## config.mk

```make
export PLATFORM = sky130hd
export DESIGN_NAME = esm_dispatch_buffer
export DESIGN_NICKNAME = d
export VERILOG_FILES = /design/src/rtl/esm_dispatch_buffer.sv
export SDC_FILE = /design/constraint.sdc
export NUM_CORES = 1
export LEC_CHECK = 0
export BUFFER_PORTS_ARGS = -buffer_cell sky130_fd_sc_hd__buf_4
export CELL_PAD_IN_SITES_DETAIL_PLACEMENT = 0
export CELL_PAD_IN_SITES_GLOBAL_PLACEMENT = 1
export CORE_MARGIN = 5
export CORE_UTILIZATION = 49
export DETAILED_ROUTE_END_ITERATION = 8
export HOLD_SLACK_MARGIN = 0.03
export PLACE_DENSITY_LB_ADDON = 0.1
export SYNTH_ARGS = -nofsm -noshare
export SYNTH_HDL_FRONTEND = slang
export SYNTH_SLANG_ARGS = --single-unit
```

## constraint.sdc

```tcl
create_clock -name clk -period 6.95 [get_ports clk]
set_input_delay 1.39 -clock clk [delete_from_list [all_inputs] [get_ports clk]]
set_output_delay 1.39 -clock clk [all_outputs]
set_load 0.01 [all_outputs]
```

## src/rtl/esm_dispatch_buffer.sv

```systemverilog
// Slot-based entry buffer: allocates the lowest free slot per accepted entry, announces
// the slot index on a ready stream, and releases the slot selected by the core.
module esm_dispatch_buffer #(
    parameter int bs = 16,
    parameter int dw = 32
) (
    input  logic               clk,
    input  logic               rst,
    input  logic               in_valid,
    input  logic [dw-1:0]      in_data,
    output logic               in_ready,
    output logic               ready_valid,
    output logic [$clog2(bs)-1:0] ready_index,
    input  logic               sel_valid,
    input  logic [$clog2(bs)-1:0] sel_index,
    output logic               sel_ready,
    output logic               out_valid,
    output logic [dw-1:0]      out_data,
    input  logic               out_ready,
    output logic [$clog2(bs):0] count,
    output logic               full,
    output logic               empty,
    output logic               sel_err
);
    localparam int bs_bits = $clog2(bs);
    localparam logic [bs_bits:0] full_count = (bs_bits+1)'(bs);
    localparam logic [bs_bits:0] one_count  = (bs_bits+1)'(1);
    localparam logic [bs_bits-1:0] one_ptr  = bs_bits'(1);

    function automatic logic [bs_bits-1:0] lowest_free(input logic [bs-1:0] occ);
        lowest_free = '0;
        for (int i = bs - 1; i >= 0; i--) begin
            if (!occ[i]) lowest_free = bs_bits'(i);
        end
    endfunction

    logic [bs-1:0]      occupied_r;
    logic [dw-1:0]      data_mem_r [bs];
    logic [bs_bits-1:0] fifo_mem_r [bs];
    logic [bs_bits-1:0] fifo_wr_r;
    logic [bs_bits-1:0] fifo_rd_r;
    logic [bs_bits:0]   fifo_cnt_r;
    logic               ready_valid_r;
    logic [bs_bits-1:0] ready_index_r;
    logic               out_valid_r;
    logic [dw-1:0]      out_data_r;
    logic [bs_bits:0]   count_r;
    logic               full_r;
    logic               empty_r;
    logic               sel_err_r;

    logic               accept_s;
    logic [bs_bits-1:0] alloc_s;
    logic               sel_ready_s;
    logic               release_s;
    logic               bad_sel_s;
    logic               fifo_pop_s;
    logic [bs_bits:0]   count_next_s;
    logic [bs_bits:0]   fifo_cnt_next_s;
    logic [bs-1:0]      set_mask_s;
    logic [bs-1:0]      clr_mask_s;

    // Handshake decode; the allocator only ever looks at the pre-edge bitmap.
    always_comb begin
        accept_s    = in_valid & ~full_r;
        alloc_s     = lowest_free(occupied_r);
        sel_ready_s = ~out_valid_r | out_ready;
        release_s   = sel_valid & sel_ready_s & occupied_r[sel_index];
        bad_sel_s   = sel_valid & sel_ready_s & ~occupied_r[sel_index];
        fifo_pop_s  = (fifo_cnt_r != '0);
        set_mask_s  = '0;
        clr_mask_s  = '0;
        if (accept_s) begin
            set_mask_s[alloc_s] = 1'b1;
        end else begin
            set_mask_s = '0;
        end
        if (release_s) begin
            clr_mask_s[sel_index] = 1'b1;
        end else begin
            clr_mask_s = '0;
        end
    end

    // Next occupancy and ready-FIFO fill level.
    always_comb begin
        count_next_s    = count_r;
        fifo_cnt_next_s = fifo_cnt_r;
        case ({accept_s, release_s})
            2'b10:   count_next_s = count_r + one_count;
            2'b01:   count_next_s = count_r - one_count;
            default: count_next_s = count_r;
        endcase
        case ({accept_s, fifo_pop_s})
            2'b10:   fifo_cnt_next_s = fifo_cnt_r + one_count;
            2'b01:   fifo_cnt_next_s = fifo_cnt_r - one_count;
            default: fifo_cnt_next_s = fifo_cnt_r;
        endcase
    end

    // Payload and index storage (no reset needed: guarded by bitmap and FIFO count).
    always_ff @(posedge clk) begin
        if (accept_s) begin
            data_mem_r[alloc_s]   <= in_data;
            fifo_mem_r[fifo_wr_r] <= alloc_s;
        end
    end

    // Control state, ready stream, output register and status.
    always_ff @(posedge clk or posedge rst) begin
        if (rst) begin
            occupied_r    <= '0;
            fifo_wr_r     <= '0;
            fifo_rd_r     <= '0;
            fifo_cnt_r    <= '0;
            ready_valid_r <= 1'b0;
            ready_index_r <= '0;
            out_valid_r   <= 1'b0;
            out_data_r    <= '0;
            count_r       <= '0;
            full_r        <= 1'b0;
            empty_r       <= 1'b1;
            sel_err_r     <= 1'b0;
        end else begin
            occupied_r <= (occupied_r | set_mask_s) & ~clr_mask_s;
            fifo_cnt_r <= fifo_cnt_next_s;
            count_r    <= count_next_s;
            full_r     <= (count_next_s == full_count);
            empty_r    <= (count_next_s == '0);
            if (accept_s) fifo_wr_r <= fifo_wr_r + one_ptr;
            if (fifo_pop_s) begin
                ready_valid_r <= 1'b1;
                ready_index_r <= fifo_mem_r[fifo_rd_r];
                fifo_rd_r     <= fifo_rd_r + one_ptr;
            end else begin
                ready_valid_r <= 1'b0;
            end
            if (release_s) begin
                out_valid_r <= 1'b1;
                out_data_r  <= data_mem_r[sel_index];
            end else if (out_ready) begin
                out_valid_r <= 1'b0;
            end
            if (bad_sel_s) sel_err_r <= 1'b1;
        end
    end

    assign in_ready    = ~full_r;
    assign sel_ready   = sel_ready_s;
    assign ready_valid = ready_valid_r;
    assign ready_index = ready_index_r;
    assign out_valid   = out_valid_r;
    assign out_data    = out_data_r;
    assign count       = count_r;
    assign full        = full_r;
    assign empty       = empty_r;
    assign sel_err     = sel_err_r;
endmodule

```

==> results.yml <==
timing:
  hold_viol: 0
  slew_violations: 0
  whs_ps: 480
  fin_skew_ps: 28.0
  tightest_slew_ps: 1240
  rsz0062_at_grt: "no"
  relSlewSlack: 0.172
  fin_crit_ps: 4670
  setup_viol: 0
  tns_ps: 0
  fmax_mhz: 214
  fin_crit_sh: 0.672
critical_path:
  worst-path-max-fanout: 33
  required_ps: 7460
  worstSetupPathType: "in -> reg"
  endpoint_kind: "flop"
  start_kind: "primary input"
  worstPathArrival_ps: 5180
synth:
  async_flop_share: 0.115
  synth_edf_count: 576
  yosysSeqAreaShare: 0.754
  synthFlopType: "edfxtp_1"
  synthesis.nets: 1287
  synth_cell_types: 63
  synth_cells: 1231
  yosysWarnings: 0
  synth-seq-cells: 651
  synth.avg_cell_area_sq_um: 20.7
  synth_area_sq_um: 25400
detailed_routing:
  wl_met2_microns: 28500
  dr.pass1.iters: 6
  post_drt_wl_per_cell_microns: 28.0
  routed_wl_microns: 58400
  routed-wl-met3_microns: 3020
  drt_iter0_drc: 1229
  dr.max_layer_used: "met5"
  drc: 0
  drtAntennaViolNets: 0
  vias_per_cell: 5.93
  wl_met1_microns: 25700
  num_vias: 12385
floorplan:
  dieArea_sq_um: 56600
  die_w_microns: 238
  core-area_sq_um: 51400
  ios: 89
  die_y_microns: 238
  row_count: 83
  start_util: 0.495
layout:
  drive_gt1_frac: 0.294
  nets: 1410
  final_common_cell: "edfxtp_1"
  diodes: 0
  seq_area_sq_um: 19200
  mostFrequentLayoutCells: "edfxtp_1, mux4_2, buf_4"
  multiInputGateArea_sq_um: 5920
  syn2layout_area_growth_pct: 15.5
  n_fill_cell: 3802
power_and_ir_drop:
  p_per_area_nw_per_um2: 388
  swShare: 0.276
  seq_power_share: 0.471
  comb_power_share: 0.189
  internal_power_mw: 8.25
  vdd_ir_drop_max_v: 0.000243
  fin_total_pwr_mw: 11.4
  switchingPower_mw: 3.15
  leakagePower_nw: 9.87
  clockPowerShare: 0.340
clock_network:
  cts_resized: 0
  cts_tree: "yes"
  cts_setup_buffers: 0
  clk_pin_slew_ps: 50
  insertion_delay_ps: 600
  cts_root_buf: "clkbuf_16"
  cts_max_path_buffers: 3
  clkSinkCount: 651
  htreeDepth: 3
  cts_made_buffers: 69
  holdBufCountCts: 0
global_routing:
  grtUsageTotal: 0.210
  antenna_found_initial: 3
  grt_pass1_vias: 13005
  grt_max_degree: 80
  grt.overflow.total: 0
  grt_pass1_wl_microns: 87100
job:
  cap_violations: 0
place:
  gp_congestion: 0.807
  port_buffers: 88
  hpwl_microns: 30600
outcome:
  status: "completed"
hold_path:
  hold_path.class: "reg -> reg"
[synth_stat cells (3+ instances only)]
master	n	area share
mux2i_1	3	0.0012
edfxtp_1	576	0.68
nor2b_1	14	0.0034
a221oi_1	32	0.011
mux4_2	147	0.13
xnor2_1	7	0.0024
a21oi_1	7	0.0014
a211oi_1	15	0.0044
buf_2	14	0.0028
buf_4	10	0.0030
o32a_1	4	0.0016
nand2b_1	39	0.0096
nor2_1	14	0.0021
o22a_1	8	0.0028
clkbuf_1	26	0.0038
nor4_1	8	0.0020
nand2_1	24	0.0035
a22o_1	33	0.011
buf_6	6	0.0027
xor2_1	6	0.0021
ha_1	13	0.0064
inv_1	23	0.0034
buf_1	9	0.0013
nand4_1	7	0.0017
o21ai_0	14	0.0028
and2_1	19	0.0047
and3_1	3	0.00074
o21ai_1	19	0.0037
nor3_1	8	0.0016
dfrtp_1	74	0.073
o21ai_2	10	0.0034
[per-layer routing]
metal	global-route usage	vias up
met3	0.0381	92
met4	0.0490	4
met5	0	-
met2	0.335	316
met1	0.308	6616
li1	-	5357
[cells by family after synthesis]
group,count (synthesis),synth area share
flip-flops,651,0.754
AO/OA/AOI/OAI,162,0.0495
multiplexers,153,0.133
AND/OR/NAND/NOR,148,0.0335
buffers and inverters,89,0.0172
adder cells (fa/ha/maj),15,0.00797
XOR/XNOR,13,0.00448
[final cells by class]
class | count | share of cell area
flip-flops and latches | 651 | 0.653
well taps | 680 | 0.0290
clock inverters | 41 | 0.0172
clock buffers | 85 | 0.0651
repair buffers | 117 | 0.0311
multi-input cells | 491 | 0.202
inverters | 24 | 0.00324
[power by group through the flow]
stage	clock (mW)	sequential, mW	combinational (mW)
2_1_floorplan	0	5.38	1.30
3_3_place_gp	0	5.42	2.18
3_5_place_dp	0	5.44	2.20
4_1_cts	3.96	5.37	2.20
5_1_grt	4.12	5.43	2.35
6_report	3.88	5.36	2.15
[sequential cells by signal, summed over array words and instances (netlist names), 4 cells and up]
signal       flops
fifo_rd_r        4
ready_index      4
data_mem_r     512
out_data        32
fifo_wr_r        4
count            5
fifo_cnt_r       5
fifo_mem_r      64
occupied_r      16
[worst paths after layout]
check | from | end | slack, ps | depth (start not counted)
max reg2reg | full | data_mem_r[15][22] | 3150 | 6
max | sel_index[3] | empty | 2280 | 12
min in group asynchronous | rst | out_data[3] | 780 | 2
max in group asynchronous | rst | count[4] | 4870 | 3
min | fifo_cnt_r[4] | fifo_cnt_r[4] | 480 | 1
min reg2reg | fifo_cnt_r[4] | fifo_cnt_r[4] | 480 | 1
[metrics by stage]
stage	utilization	instance area (sq um)	std cells	setup WS (ps)
CTS	0.571	29400	2089	2350
detailed placement	0.524	27000	1963	1720
floorplan	-	25400	1231	704
global route	0.571	29400	2089	2190
global placement	0.524	27000	1963	1800
finish	0.571	29400	2089	2280
[worst max-delay path, stage by stage]
cell	delay, ps
buf_4	150
and2b_2	1010
nand4_1	460
o311ai_4	250
ha_1	320
inv_1	100
fa_1	400
nor2b_1	140
o21ai_0	110
nor4b_1	170
or3b_2	480
and3b_1	200
Power figures use the tool's default switching activity.
